--- config.mk ---
export PLATFORM = sky130hd
export DESIGN_NAME = instr_encode_loader_flat
export DESIGN_NICKNAME = d
export VERILOG_FILES = /design/src/rtl/instr_encode_loader_if.sv /design/src/rtl/instr_encode_loader.sv /design/src/flat_wrapper.sv
export SDC_FILE = /design/constraint.sdc
export NUM_CORES = 1
export LEC_CHECK = 0
export ABC_AREA = 1
export CELL_PAD_IN_SITES_DETAIL_PLACEMENT = 0
export CELL_PAD_IN_SITES_GLOBAL_PLACEMENT = 1
export CORE_MARGIN = 2
export CORE_UTILIZATION = 39
export DETAILED_ROUTE_END_ITERATION = 10
export GPL_TIMING_DRIVEN = 0
export PLACE_DENSITY = 0.81
export SETUP_SLACK_MARGIN = 0.3
export SYNTH_ARGS = -nofsm -noshare
export SYNTH_HDL_FRONTEND = slang
export SYNTH_SLANG_ARGS = --single-unit
--- constraint.sdc ---
create_clock -name i_clk -period 7.23 [get_ports i_clk]
set_clock_uncertainty 0.15 [all_clocks]
set_input_delay 1.0845 -clock i_clk [delete_from_list [all_inputs] [get_ports i_clk]]
set_output_delay 1.0845 -clock i_clk [all_outputs]
set_load 0.02 [all_outputs]
--- src/rtl/instr_encode_loader_if.sv ---
// Field-input, memory-write and status bundle of the instruction encode loader.
// The master side drives jobs and instruction fields; the slave side is the loader.
interface instr_encode_loader_if #(
   parameter int unsigned ADDR_W = 8
);
   logic              i_start;
   logic [ADDR_W-1:0] i_base_addr;
   logic [ADDR_W-1:0] i_count;
   logic              i_valid;
   logic              o_ready;
   logic [3:0]        i_opcode;
   logic [3:0]        i_srcadd_1;
   logic [3:0]        i_srcadd_2;
   logic [3:0]        i_destadd;
   logic              o_mem_we;
   logic [ADDR_W-1:0] o_mem_addr;
   logic [15:0]       o_mem_wdata;
   logic              i_mem_ready;
   logic              o_busy;
   logic              o_done;
   logic              o_wrapped;

   modport master (
      output i_start, i_base_addr, i_count, i_valid,
      output i_opcode, i_srcadd_1, i_srcadd_2, i_destadd, i_mem_ready,
      input  o_ready, o_mem_we, o_mem_addr, o_mem_wdata, o_busy, o_done, o_wrapped
   );

   modport slave (
      input  i_start, i_base_addr, i_count, i_valid,
      input  i_opcode, i_srcadd_1, i_srcadd_2, i_destadd, i_mem_ready,
      output o_ready, o_mem_we, o_mem_addr, o_mem_wdata, o_busy, o_done, o_wrapped
   );
endinterface

--- src/rtl/instr_encode_loader.sv ---
// Packs opcode/register fields into 16-bit words, buffers them in a small FIFO and
// writes them to consecutive instruction-memory addresses starting at a job base.
module instr_encode_loader #(
   parameter int unsigned DEPTH  = 4,
   parameter int unsigned ADDR_W = 8
) (
   input  logic                  i_clk,
   input  logic                  i_reset,
   instr_encode_loader_if.slave  bus
);

   localparam int unsigned PTR_W  = (DEPTH > 1) ? $clog2(DEPTH) : 1;
   localparam int unsigned CNT_W  = PTR_W + 1;
   localparam int unsigned WORD_W = 16;

   typedef enum logic [1:0] {
      S_IDLE = 2'd0,
      S_LOAD = 2'd1,
      S_DONE = 2'd2
   } state_t;

   state_t state_q, state_n;

   logic [WORD_W-1:0] fifo_mem [DEPTH];
   logic [PTR_W-1:0]  wr_ptr_q, wr_ptr_n;
   logic [PTR_W-1:0]  rd_ptr_q, rd_ptr_n;
   logic [CNT_W-1:0]  occ_q, occ_n;
   logic [ADDR_W-1:0] wr_addr_q, wr_addr_n;
   logic [ADDR_W-1:0] rem_in_q, rem_in_n;
   logic [ADDR_W-1:0] rem_out_q, rem_out_n;
   logic              wrapped_q, wrapped_n;

   logic              ready_q, ready_n;
   logic              mem_we_q, mem_we_n;
   logic [WORD_W-1:0] wdata_q, wdata_n;
   logic              busy_q, busy_n;
   logic              done_q, done_n;

   logic              start_ok;
   logic              push;
   logic              pop;
   logic              last_pop;
   logic [WORD_W-1:0] word;
   logic [WORD_W-1:0] head_n;

   assign word     = {bus.i_opcode, bus.i_srcadd_1, bus.i_srcadd_2, bus.i_destadd};
   assign start_ok = (state_q == S_IDLE) && bus.i_start;
   // ready/we registers are only ever set in LOAD, so they double as the state qualifier
   assign push     = bus.i_valid && ready_q;
   assign pop      = mem_we_q && bus.i_mem_ready;
   assign last_pop = pop && (rem_out_q == ADDR_W'(1));

   // State register
   always_ff @(posedge i_clk or posedge i_reset) begin
      if (i_reset) begin
         state_q <= S_IDLE;
      end else begin
         state_q <= state_n;
      end
   end

   // Next-state logic
   always_comb begin
      state_n = state_q;
      case (state_q)
         S_IDLE: begin
            if (start_ok) begin
               state_n = (bus.i_count != '0) ? S_LOAD : S_DONE;
            end
         end
         S_LOAD: begin
            if (last_pop) begin
               state_n = S_DONE;
            end
         end
         S_DONE:  state_n = S_IDLE;
         default: state_n = S_IDLE;
      endcase
   end

   // Datapath next values: FIFO pointers, occupancy, job counters, wrap flag
   always_comb begin
      wr_ptr_n  = wr_ptr_q;
      rd_ptr_n  = rd_ptr_q;
      occ_n     = occ_q;
      wr_addr_n = wr_addr_q;
      rem_in_n  = rem_in_q;
      rem_out_n = rem_out_q;
      wrapped_n = wrapped_q;

      if (push) begin
         wr_ptr_n = wr_ptr_q + PTR_W'(1);
         rem_in_n = rem_in_q - ADDR_W'(1);
      end
      if (pop) begin
         rd_ptr_n  = rd_ptr_q + PTR_W'(1);
         wr_addr_n = wr_addr_q + ADDR_W'(1);
         rem_out_n = rem_out_q - ADDR_W'(1);
         if (wr_addr_q == '1) begin
            wrapped_n = 1'b1;
         end
      end
      case ({push, pop})
         2'b10:   occ_n = occ_q + CNT_W'(1);
         2'b01:   occ_n = occ_q - CNT_W'(1);
         default: occ_n = occ_q;
      endcase

      if (start_ok) begin
         wr_addr_n = bus.i_base_addr;
         rem_in_n  = bus.i_count;
         rem_out_n = bus.i_count;
         wrapped_n = 1'b0;
      end
   end

   // Output logic: next values of the registered outputs
   always_comb begin
      ready_n  = 1'b0;
      mem_we_n = 1'b0;
      busy_n   = 1'b0;
      done_n   = 1'b0;
      wdata_n  = wdata_q;
      // a word pushed into the slot that becomes the head bypasses the array
      head_n   = (push && (rd_ptr_n == wr_ptr_q)) ? word : fifo_mem[rd_ptr_n];

      case (state_n)
         S_LOAD: begin
            busy_n   = 1'b1;
            ready_n  = (occ_n != CNT_W'(DEPTH)) && (rem_in_n != '0);
            mem_we_n = (occ_n != '0);
         end
         S_DONE: begin
            busy_n = 1'b1;
            done_n = 1'b1;
         end
         default: ;
      endcase

      if (mem_we_n) begin
         wdata_n = head_n;
      end
   end

   // Control and output registers
   always_ff @(posedge i_clk or posedge i_reset) begin
      if (i_reset) begin
         wr_ptr_q  <= '0;
         rd_ptr_q  <= '0;
         occ_q     <= '0;
         wr_addr_q <= '0;
         rem_in_q  <= '0;
         rem_out_q <= '0;
         wrapped_q <= 1'b0;
         ready_q   <= 1'b0;
         mem_we_q  <= 1'b0;
         wdata_q   <= '0;
         busy_q    <= 1'b0;
         done_q    <= 1'b0;
      end else begin
         wr_ptr_q  <= wr_ptr_n;
         rd_ptr_q  <= rd_ptr_n;
         occ_q     <= occ_n;
         wr_addr_q <= wr_addr_n;
         rem_in_q  <= rem_in_n;
         rem_out_q <= rem_out_n;
         wrapped_q <= wrapped_n;
         ready_q   <= ready_n;
         mem_we_q  <= mem_we_n;
         wdata_q   <= wdata_n;
         busy_q    <= busy_n;
         done_q    <= done_n;
      end
   end

   // FIFO storage needs no reset; occupancy guards every read
   always_ff @(posedge i_clk) begin
      if (push) begin
         fifo_mem[wr_ptr_q] <= word;
      end
   end

   assign bus.o_ready     = ready_q;
   assign bus.o_mem_we    = mem_we_q;
   assign bus.o_mem_addr  = wr_addr_q;
   assign bus.o_mem_wdata = wdata_q;
   assign bus.o_busy      = busy_q;
   assign bus.o_done      = done_q;
   assign bus.o_wrapped   = wrapped_q;

endmodule
--- src/flat_wrapper.sv ---
// flat-port wrapper written by rule: the top's interface ports become plain ports
module instr_encode_loader_flat 
#(
   parameter int unsigned DEPTH  = 4,
   parameter int unsigned ADDR_W = 8
)
  (i_clk, i_reset, bus_i_start, bus_i_base_addr, bus_i_count, bus_i_valid, bus_i_opcode, bus_i_srcadd_1, bus_i_srcadd_2, bus_i_destadd, bus_i_mem_ready, bus_o_ready, bus_o_mem_we, bus_o_mem_addr, bus_o_mem_wdata, bus_o_busy, bus_o_done, bus_o_wrapped);
  instr_encode_loader_if #(.ADDR_W(ADDR_W)) bus_i ();
  input  logic i_clk;
  input  logic i_reset;
  input wire logic [$bits(bus_i.i_start)-1:0] bus_i_start;
  input wire logic [$bits(bus_i.i_base_addr)-1:0] bus_i_base_addr;
  input wire logic [$bits(bus_i.i_count)-1:0] bus_i_count;
  input wire logic [$bits(bus_i.i_valid)-1:0] bus_i_valid;
  input wire logic [$bits(bus_i.i_opcode)-1:0] bus_i_opcode;
  input wire logic [$bits(bus_i.i_srcadd_1)-1:0] bus_i_srcadd_1;
  input wire logic [$bits(bus_i.i_srcadd_2)-1:0] bus_i_srcadd_2;
  input wire logic [$bits(bus_i.i_destadd)-1:0] bus_i_destadd;
  input wire logic [$bits(bus_i.i_mem_ready)-1:0] bus_i_mem_ready;
  output wire logic [$bits(bus_i.o_ready)-1:0] bus_o_ready;
  output wire logic [$bits(bus_i.o_mem_we)-1:0] bus_o_mem_we;
  output wire logic [$bits(bus_i.o_mem_addr)-1:0] bus_o_mem_addr;
  output wire logic [$bits(bus_i.o_mem_wdata)-1:0] bus_o_mem_wdata;
  output wire logic [$bits(bus_i.o_busy)-1:0] bus_o_busy;
  output wire logic [$bits(bus_i.o_done)-1:0] bus_o_done;
  output wire logic [$bits(bus_i.o_wrapped)-1:0] bus_o_wrapped;
  assign bus_i.i_start = bus_i_start;
  assign bus_i.i_base_addr = bus_i_base_addr;
  assign bus_i.i_count = bus_i_count;
  assign bus_i.i_valid = bus_i_valid;
  assign bus_i.i_opcode = bus_i_opcode;
  assign bus_i.i_srcadd_1 = bus_i_srcadd_1;
  assign bus_i.i_srcadd_2 = bus_i_srcadd_2;
  assign bus_i.i_destadd = bus_i_destadd;
  assign bus_i.i_mem_ready = bus_i_mem_ready;
  assign bus_o_ready = bus_i.o_ready;
  assign bus_o_mem_we = bus_i.o_mem_we;
  assign bus_o_mem_addr = bus_i.o_mem_addr;
  assign bus_o_mem_wdata = bus_i.o_mem_wdata;
  assign bus_o_busy = bus_i.o_busy;
  assign bus_o_done = bus_i.o_done;
  assign bus_o_wrapped = bus_i.o_wrapped;
  instr_encode_loader #(.DEPTH(DEPTH), .ADDR_W(ADDR_W)) u_core (.i_clk(i_clk), .i_reset(i_reset), .bus(bus_i));
endmodule
Word-level counts from Yosys, hierarchy flattened:

Memories as Yosys holds them, arrays and structs flattened. A register that Yosys moved wholly into a read port is not among the register bits.
Index checks and enable logic that the tools add are counted.

* add/sub/neg operators: 7
* eq/ne operators: 8
* muxes and demuxes: 21
* reduce and logical (&&, ||, !) cells: 13

Operators with widths (number)
* 2-to-1 mux 8 bit: 6
* nonzero test 8 bit: 2
* subtractor 8 x 1 -> 8 bit, second input constant: 2
* 2-to-1 mux 1 bit: 9
* adder 8 x 1 -> 8 bit, second input constant: 1
* equality test 8 x 1 -> 1 bit, second input constant: 1
* equality test 8 bit, second input constant: 1
* 2-to-1 mux 2 bit: 4
* equality test 2 x 1 -> 1 bit, second input constant: 3
* one-hot mux 3 bit (2 select lines): 1
* logical AND 1 bit: 5
* adder 2 x 1 -> 2 bit, second input constant: 2
* equality test 2 bit, second input constant: 2
* one-hot mux 2 bit (2 select lines): 1
* nonzero test 2 bit: 2
* adder 3 x 1 -> 3 bit, second input constant: 1
* inequality test 3 bit, second input constant: 1
* nonzero test 3 bit: 1
* subtractor 3 x 1 -> 3 bit, second input constant: 1
* logical NOT 2 bit: 1
* AND reduction 2 bit: 1
* OR reduction 2 bit: 1

* flip-flop bits (word level): 38
* RAM bits: 64
* input bits: 37
* output and inout bits: 29
* word-level logic and storage cells: 62
* memories: 1

Memory list
* u_core.fifo_mem: words 4, width 16, read ports 1, clocked after Yosys merged registers in 1, wr ports 1, RTL line instr_encode_loader.sv:24 `logic [WORD_W-1:0] fifo_mem [DEPTH];`

Depth between registers and ports, before layout:

Gate-level depths: netlist (run 1).

* word-level depth: 7
* depth in mapped cells: 17
* mapped depth without buffers: 15

Least setup slack after synthesis (run 1):

Ideal clock, no wire load.

* path type: input-to-reg
* start: input bus_i_valid
* end: register u_core.wdata_q[0], in the netlist u_core.bus.o_mem_wdata[0] (read register of u_core.fifo_mem)
* library setup time: 0.066 ns
* arrival time: 2.922 ns
* required time: 7.014 ns
* slack: 4.093 ns
* stages on the path: 16
* path buffers: 2
* path through: nand2_1 buf_2 ha_1 inv_1 fa_1 inv_1 nand2_1 nand3b_1 xor2_1 inv_1 nand2_1 nand2_2 inv_2 buf_4 nand3_1 nand2_1

* cells in the longest elaborated chain, start to end: 5
* elaborated cells between the ends (all ways): 6
* those cells by class: eq/ne: 2; mux: 2; reduce/logical: 2

Ends and longest elaborated chain
* start: declaration: RTL line flat_wrapper.sv:14 `input wire logic [$bits(bus_i.i_valid)-1:0] bus_i_valid;`
* logical AND 1 bit (*): RTL line instr_encode_loader.sv:49 `assign push = bus.i_valid && ready_q;`
* equality test 2 x 1 -> 1 bit / equality test 2 bit (equally long branches): RTL line instr_encode_loader.sv:103 `case ({push, pop})`
* one-hot mux 3 bit (2 select lines) (*): RTL line instr_encode_loader.sv:103
* net u_core.occ_n[2]: RTL line instr_encode_loader.sv:27 `logic [CNT_W-1:0] occ_q, occ_n;`
* nonzero test 3 bit (*): RTL line instr_encode_loader.sv:131 `mem_we_n = (occ_n != '0);`
* 2-to-1 mux 1 bit (*): RTL line instr_encode_loader.sv:127 `case (state_n)`
* net u_core.mem_we_n: RTL line instr_encode_loader.sv:34 `logic mem_we_q, mem_we_n;`
* end: declaration: RTL line instr_encode_loader.sv:35 `logic [WORD_W-1:0] wdata_q, wdata_n;`

The timed path passes the listed nets; every way through them passes the cells marked *.
A chain may end at the register's enable or synchronous reset.

Final worst setup path (run 1):

* start: input bus_i_valid
* end: register u_core.wdata_q[15], in the netlist u_core.bus.o_mem_wdata[15] (read register of u_core.fifo_mem)

Same word-level chain as after synthesis.

==> impl_summary.md, run 1 <==
Drt
The number of routed nets with antenna violations is 0. Dividing the detail-routed via count by the number of cells gives 4.92. The detailed-route via count is 4,308. The number of design rule violations left after detail routing is 0. The first detailed-routing pass ran for 5 iterations. The violation count after the first detailed-route iteration is 370. The wire length after detailed routing is 13,300 um. The detail-routed net length per standard cell is 15.2 um.

Setup path
The arrival time reported for the critical path endpoint is 3940 ps. The highest fanout seen on the critical path is 10. The cell with the largest stage delay on the worst path is sky130_fd_sc_hd__clkdlybuf4s50_1. The class of the most critical setup path is in2reg.

The worst setup path is captured at a register. The number of buffers and inverters on the critical path is 7. In this run the register-to-register setup slack is 4230 ps. The largest single stage delay on the critical path is 450 ps. The type of element launching the critical path is an input pin. The start point of the critical path is bus_i_valid. Among the stages of the critical path, the cell type that occurs most often is sky130_fd_sc_hd__nand2_1.

The startpoint of the worst-slack reg-to-reg timing path is u_core.bus.o_ready. The signal on the critical path passes through clkdlybuf4s50_1 -> nand2_1 -> buf_2 -> ha_1 -> inv_1 -> fa_1 -> inv_1 -> nand2_1 -> nand3b_1 -> xor2_1 -> inv_1 -> nand2_1 -> nand2_2 -> inv_2 -> buf_4 -> nand3_1 -> nand2_1. The family with the most delay on the worst path is buffers and inverters. STA puts the critical path data required time at 7440 ps.

Logic synthesis
Synthesis inferred 118 register bits. Each instance of the synthesized netlist takes up on average 9.25 um2. After synthesis, the cell types taking the most area are sky130_fd_sc_hd__edfxtp_1, sky130_fd_sc_hd__dfrtp_1, sky130_fd_sc_hd__nand2_1, sky130_fd_sc_hd__nand3_1, sky130_fd_sc_hd__inv_1. The Yosys step of the flow raised 0 warnings. The fraction of post-synthesis cell area in the top cell type by area is 0.350. After synthesis the cells add up to 5500 um2.

The fraction of the yosys area taken by sequential cells is 0.595. Among all flip-flop cells after synthesis, the most frequent one is sky130_fd_sc_hd__edfxtp_1. The post-synthesis net count is 643.

The gate count of the mapped netlist is 594. In this run, distinct cell masters in the synthesized netlist total 33. The share of synthesized flip-flops with an asynchronous set or reset is 0.458. In this run, synthesis inferred 64 flip-flops with an integrated enable.

The biggest area contributor in the post-synthesis netlist is sky130_fd_sc_hd__edfxtp_1.

Placement
After detailed placement, the total cell area comes to 6450 um2. The final estimated routing congestion in global placement is 0.829. The number of placed instances with taps included is 843.

The worst setup slack before clock tree synthesis is 3020 ps. In this run the tool buffered the top-level ports with 65 buffer cells. The wire-length estimate of the detail-placed layout is 8990 um.

Floorplan
The horizontal extent of the die is 123 um. The top-level I/O count is 66. The initial cell density of the core is 0.398. The die area is 15,100 um2. The number of cell rows is 43. The overall die height is 123 um. The core region is 13,800 um2.

Layout
The area of all placed cells without fillers is 7100 um2. Of the cells placed in the final design, the portion with a size suffix greater than 1 is 0.0964. The layout overhead on the synthesized area is 29.2%. The multi-input logic area is 1880 um2. Across the whole layout, storage elements account for 3270 um2. Leaving out filler cells and counting taps, the final layout contains 875. The final net count is 731. Counting the fill cells in the layout gives 1,219. The number of antenna repair diodes is 0.

GRT
The initial antenna violation count is 0. The total overflow left after global routing is 0. The via count of the first global-routing pass is 4,284.

The first global-routing pass estimated 21,300 um of wire. The maximum number of pins on one net before global-route repair is 41. Across every metal layer, demand over resource in global routing totals 0.189.

STA
The worst setup slack after layout is 3490 ps. At the pin with the least slew margin, the transition time is 947 ps. The number of hold violations in the final report came to 0.

Headroom to the max-slew limit came out at 0.368. The number of pins with negative max-slew slack in the final report is 0. Setup repair after global routing left no endpoint under its margin. In the final timing run, aggregate negative setup slack is 0 ps.

The shortest clock period the worst path allows after layout is 3740 ps. Static timing analysis puts the maximum clock frequency at 267 MHz. In the finished design, the share of the clock period the worst path needs comes to 0.517. Setup violations remaining at the end of the flow were counted as 0.

Clock network
The number of setup buffers added after CTS is 0. The count of clock tree sinks is 118. After clock tree synthesis, the repair step resized 0 gates.

The later pin in the worst-skew pair is clocked with a latency of 410 ps. The post-cts hold buffer count is 0. The root buffer cell chosen for the clock tree is sky130_fd_sc_hd__clkbuf_16. The maximum root-to-sink buffer count is 2. The number of clock buffers added by TritonCTS is 17. After clock tree synthesis, the clock-pin slew on the worst setup and hold paths is 50 ps. The TritonCTS clock tree is yes.

The clock tree synthesis step divided the H-tree into 4 levels.

Min path
The startpoint identified for the worst hold timing path is u_core.state_q[1]. The worst hold path belongs to the class reg2reg.

Pwr
The power density over the cells is 488 nW/um2. The combinational group share of total power is 0.431. Of the total power, registers draw 0.301.

For this design the static power due to leakage is 3.15 nW. The maximum ir drop on the vdd rail is 273 uV. Cell internal power was estimated by the tool at 2.09 mW. The net switching power is 1.37 mW. The switching part of the total is 0.396. The clock network power share is 0.267. The total power after layout is 3.46 mW.

Job
The max-cap violation count is 0.

Outcome
The run finished with clean final reports.
==> cells in the mapped netlist, types with 5 or more instances <==
master and number:
sky130_fd_sc_hd__o21ai_0 8, sky130_fd_sc_hd__o211ai_1 5, sky130_fd_sc_hd__ha_1 11, sky130_fd_sc_hd__nand2_1 203
sky130_fd_sc_hd__buf_2 10, sky130_fd_sc_hd__inv_2 5, sky130_fd_sc_hd__edfxtp_1 64, sky130_fd_sc_hd__inv_1 62
sky130_fd_sc_hd__nand3_1 83, sky130_fd_sc_hd__a21oi_1 8, sky130_fd_sc_hd__xor2_1 5, sky130_fd_sc_hd__dfrtp_1 54
sky130_fd_sc_hd__nor2_1 38, sky130_fd_sc_hd__clkbuf_1 5
==> power by group through the flow <==
stage,combinational [mW],sequential (mW),clock (mW)
final,1.49,1.04,0.926
after global routing,1.68,1.07,0.979
after CTS,1.51,1.04,0.947
after detailed placement,1.50,1.05,0
after global placement,1.45,1.05,0
after floorplan,0.894,1.12,0
==> worst reg2reg max path, cell delays in order (launching register included) <==
cell,delay (ps)
sky130_fd_sc_hd__dfrtp_1,400
sky130_fd_sc_hd__nand2_1,80
sky130_fd_sc_hd__buf_2,250
sky130_fd_sc_hd__ha_1,200
sky130_fd_sc_hd__inv_1,70
sky130_fd_sc_hd__fa_1,420
sky130_fd_sc_hd__inv_1,70
sky130_fd_sc_hd__nand2_1,50
sky130_fd_sc_hd__nand3b_1,110
sky130_fd_sc_hd__xor2_1,240
sky130_fd_sc_hd__inv_1,60
sky130_fd_sc_hd__nand2_1,70
sky130_fd_sc_hd__nand2_2,120
sky130_fd_sc_hd__inv_2,190
sky130_fd_sc_hd__buf_4,230
sky130_fd_sc_hd__nand3_1,140
sky130_fd_sc_hd__nand2_1,80
==> flip-flops by register name, indices dropped and copies added (netlist names), 2 cells and up <==
name,flops
u_core.fifo_mem,64
u_core.bus.o_mem_wdata,16
u_core.bus.o_mem_addr,8
u_core.rem_in_q,8
u_core.rem_out_q,8
u_core.occ_q,3
u_core.rd_ptr_q,2
u_core.state_q,2
u_core.wr_ptr_q,2
==> layout make-up <==
cell class,count,share of cell area
inverters,67,0.0354
multi-input cells,391,0.265
well taps,180,0.0317
repair buffers,69,0.101
flip-flops and latches,118,0.461
clock buffers,21,0.0648
clock inverters,11,0.0275
plain buffers,18,0.0139
==> logic make-up after synthesis <==
kind of cell	Yosys count	synth area share
XOR/XNOR	10	0.0173
flip-flops	118	0.595
buffers and inverters	85	0.0637
AO/OA/AOI/OAI	30	0.0339
adder cells (fa/ha/maj)	12	0.0287
AND/OR/NAND/NOR	339	0.261
==> worst paths after layout <==
path / to / depth (start not counted)
min in group asynchronous: u_core.bus.o_mem_wdata[10] / 2
worst max register to register: u_core.bus.o_mem_wdata[15] / 16
max in group asynchronous: u_core.rem_in_q[5] / 3
worst max-delay path: u_core.bus.o_mem_wdata[15] / 17
worst min-delay path: u_core.state_q[1] / 1
worst min register to register: u_core.state_q[1] / 1
==> cell usage in the layout (no fill, tap or decap), types with 6 or more instances in the layout <==
cell type                         count
sky130_fd_sc_hd__clkdlybuf4s50_1     65
sky130_fd_sc_hd__dfrtp_1             54
sky130_fd_sc_hd__nand3_1             83
sky130_fd_sc_hd__nand2_1            203
sky130_fd_sc_hd__edfxtp_1            64
sky130_fd_sc_hd__nor2_1              34
sky130_fd_sc_hd__ha_1                11
sky130_fd_sc_hd__inv_2                6
sky130_fd_sc_hd__buf_2               10
sky130_fd_sc_hd__inv_1               61
sky130_fd_sc_hd__a21oi_1              8
sky130_fd_sc_hd__o21ai_0              8
sky130_fd_sc_hd__clkbuf_16           17
sky130_fd_sc_hd__clkbuf_1             7
==> through the flow <==
| step | hold WS, ps | util |
|---|---|---|
| floorplan | 277 | - |
| global placement | 293 | 0.461 |
| detailed placement | 306 | 0.466 |
| CTS | 312 | 0.514 |
| global route | 329 | 0.514 |
| finish | 320 | 0.514 |
==> per-layer routing <==
| metal | GRT usage | routed length [um] | vias up |
|---|---|---|---|
| met5 | 0 | 0 | - |
| met4 | 0.0769 | 207 | 0 |
| met3 | 0.0548 | 659 | 19 |
| met2 | 0.321 | 6720 | 114 |
| met1 | 0.225 | 5690 | 2057 |
| li1 | - | - | 2118 |
Note: power is estimated with default switching activity, not from simulation.
==> run 2, diff against run 1 <==
Clock period 7.23 ns to 3.85 ns, I/O delays scaled along.
==> results of run 2 <==
The final DEF is identical to that of run 1. Status: complete, no violations.
Main changes from that run: setup slack after placement 3020 ps -> 151 ps; setup slack after layout 3490 ps -> 618 ps; hold slack 320 ps -> 314 ps; register-to-register setup slack 4230 ps -> 850 ps; total power 3.46 mW -> 6.50 mW; worst IR drop on VDD 273 uV -> 513 uV
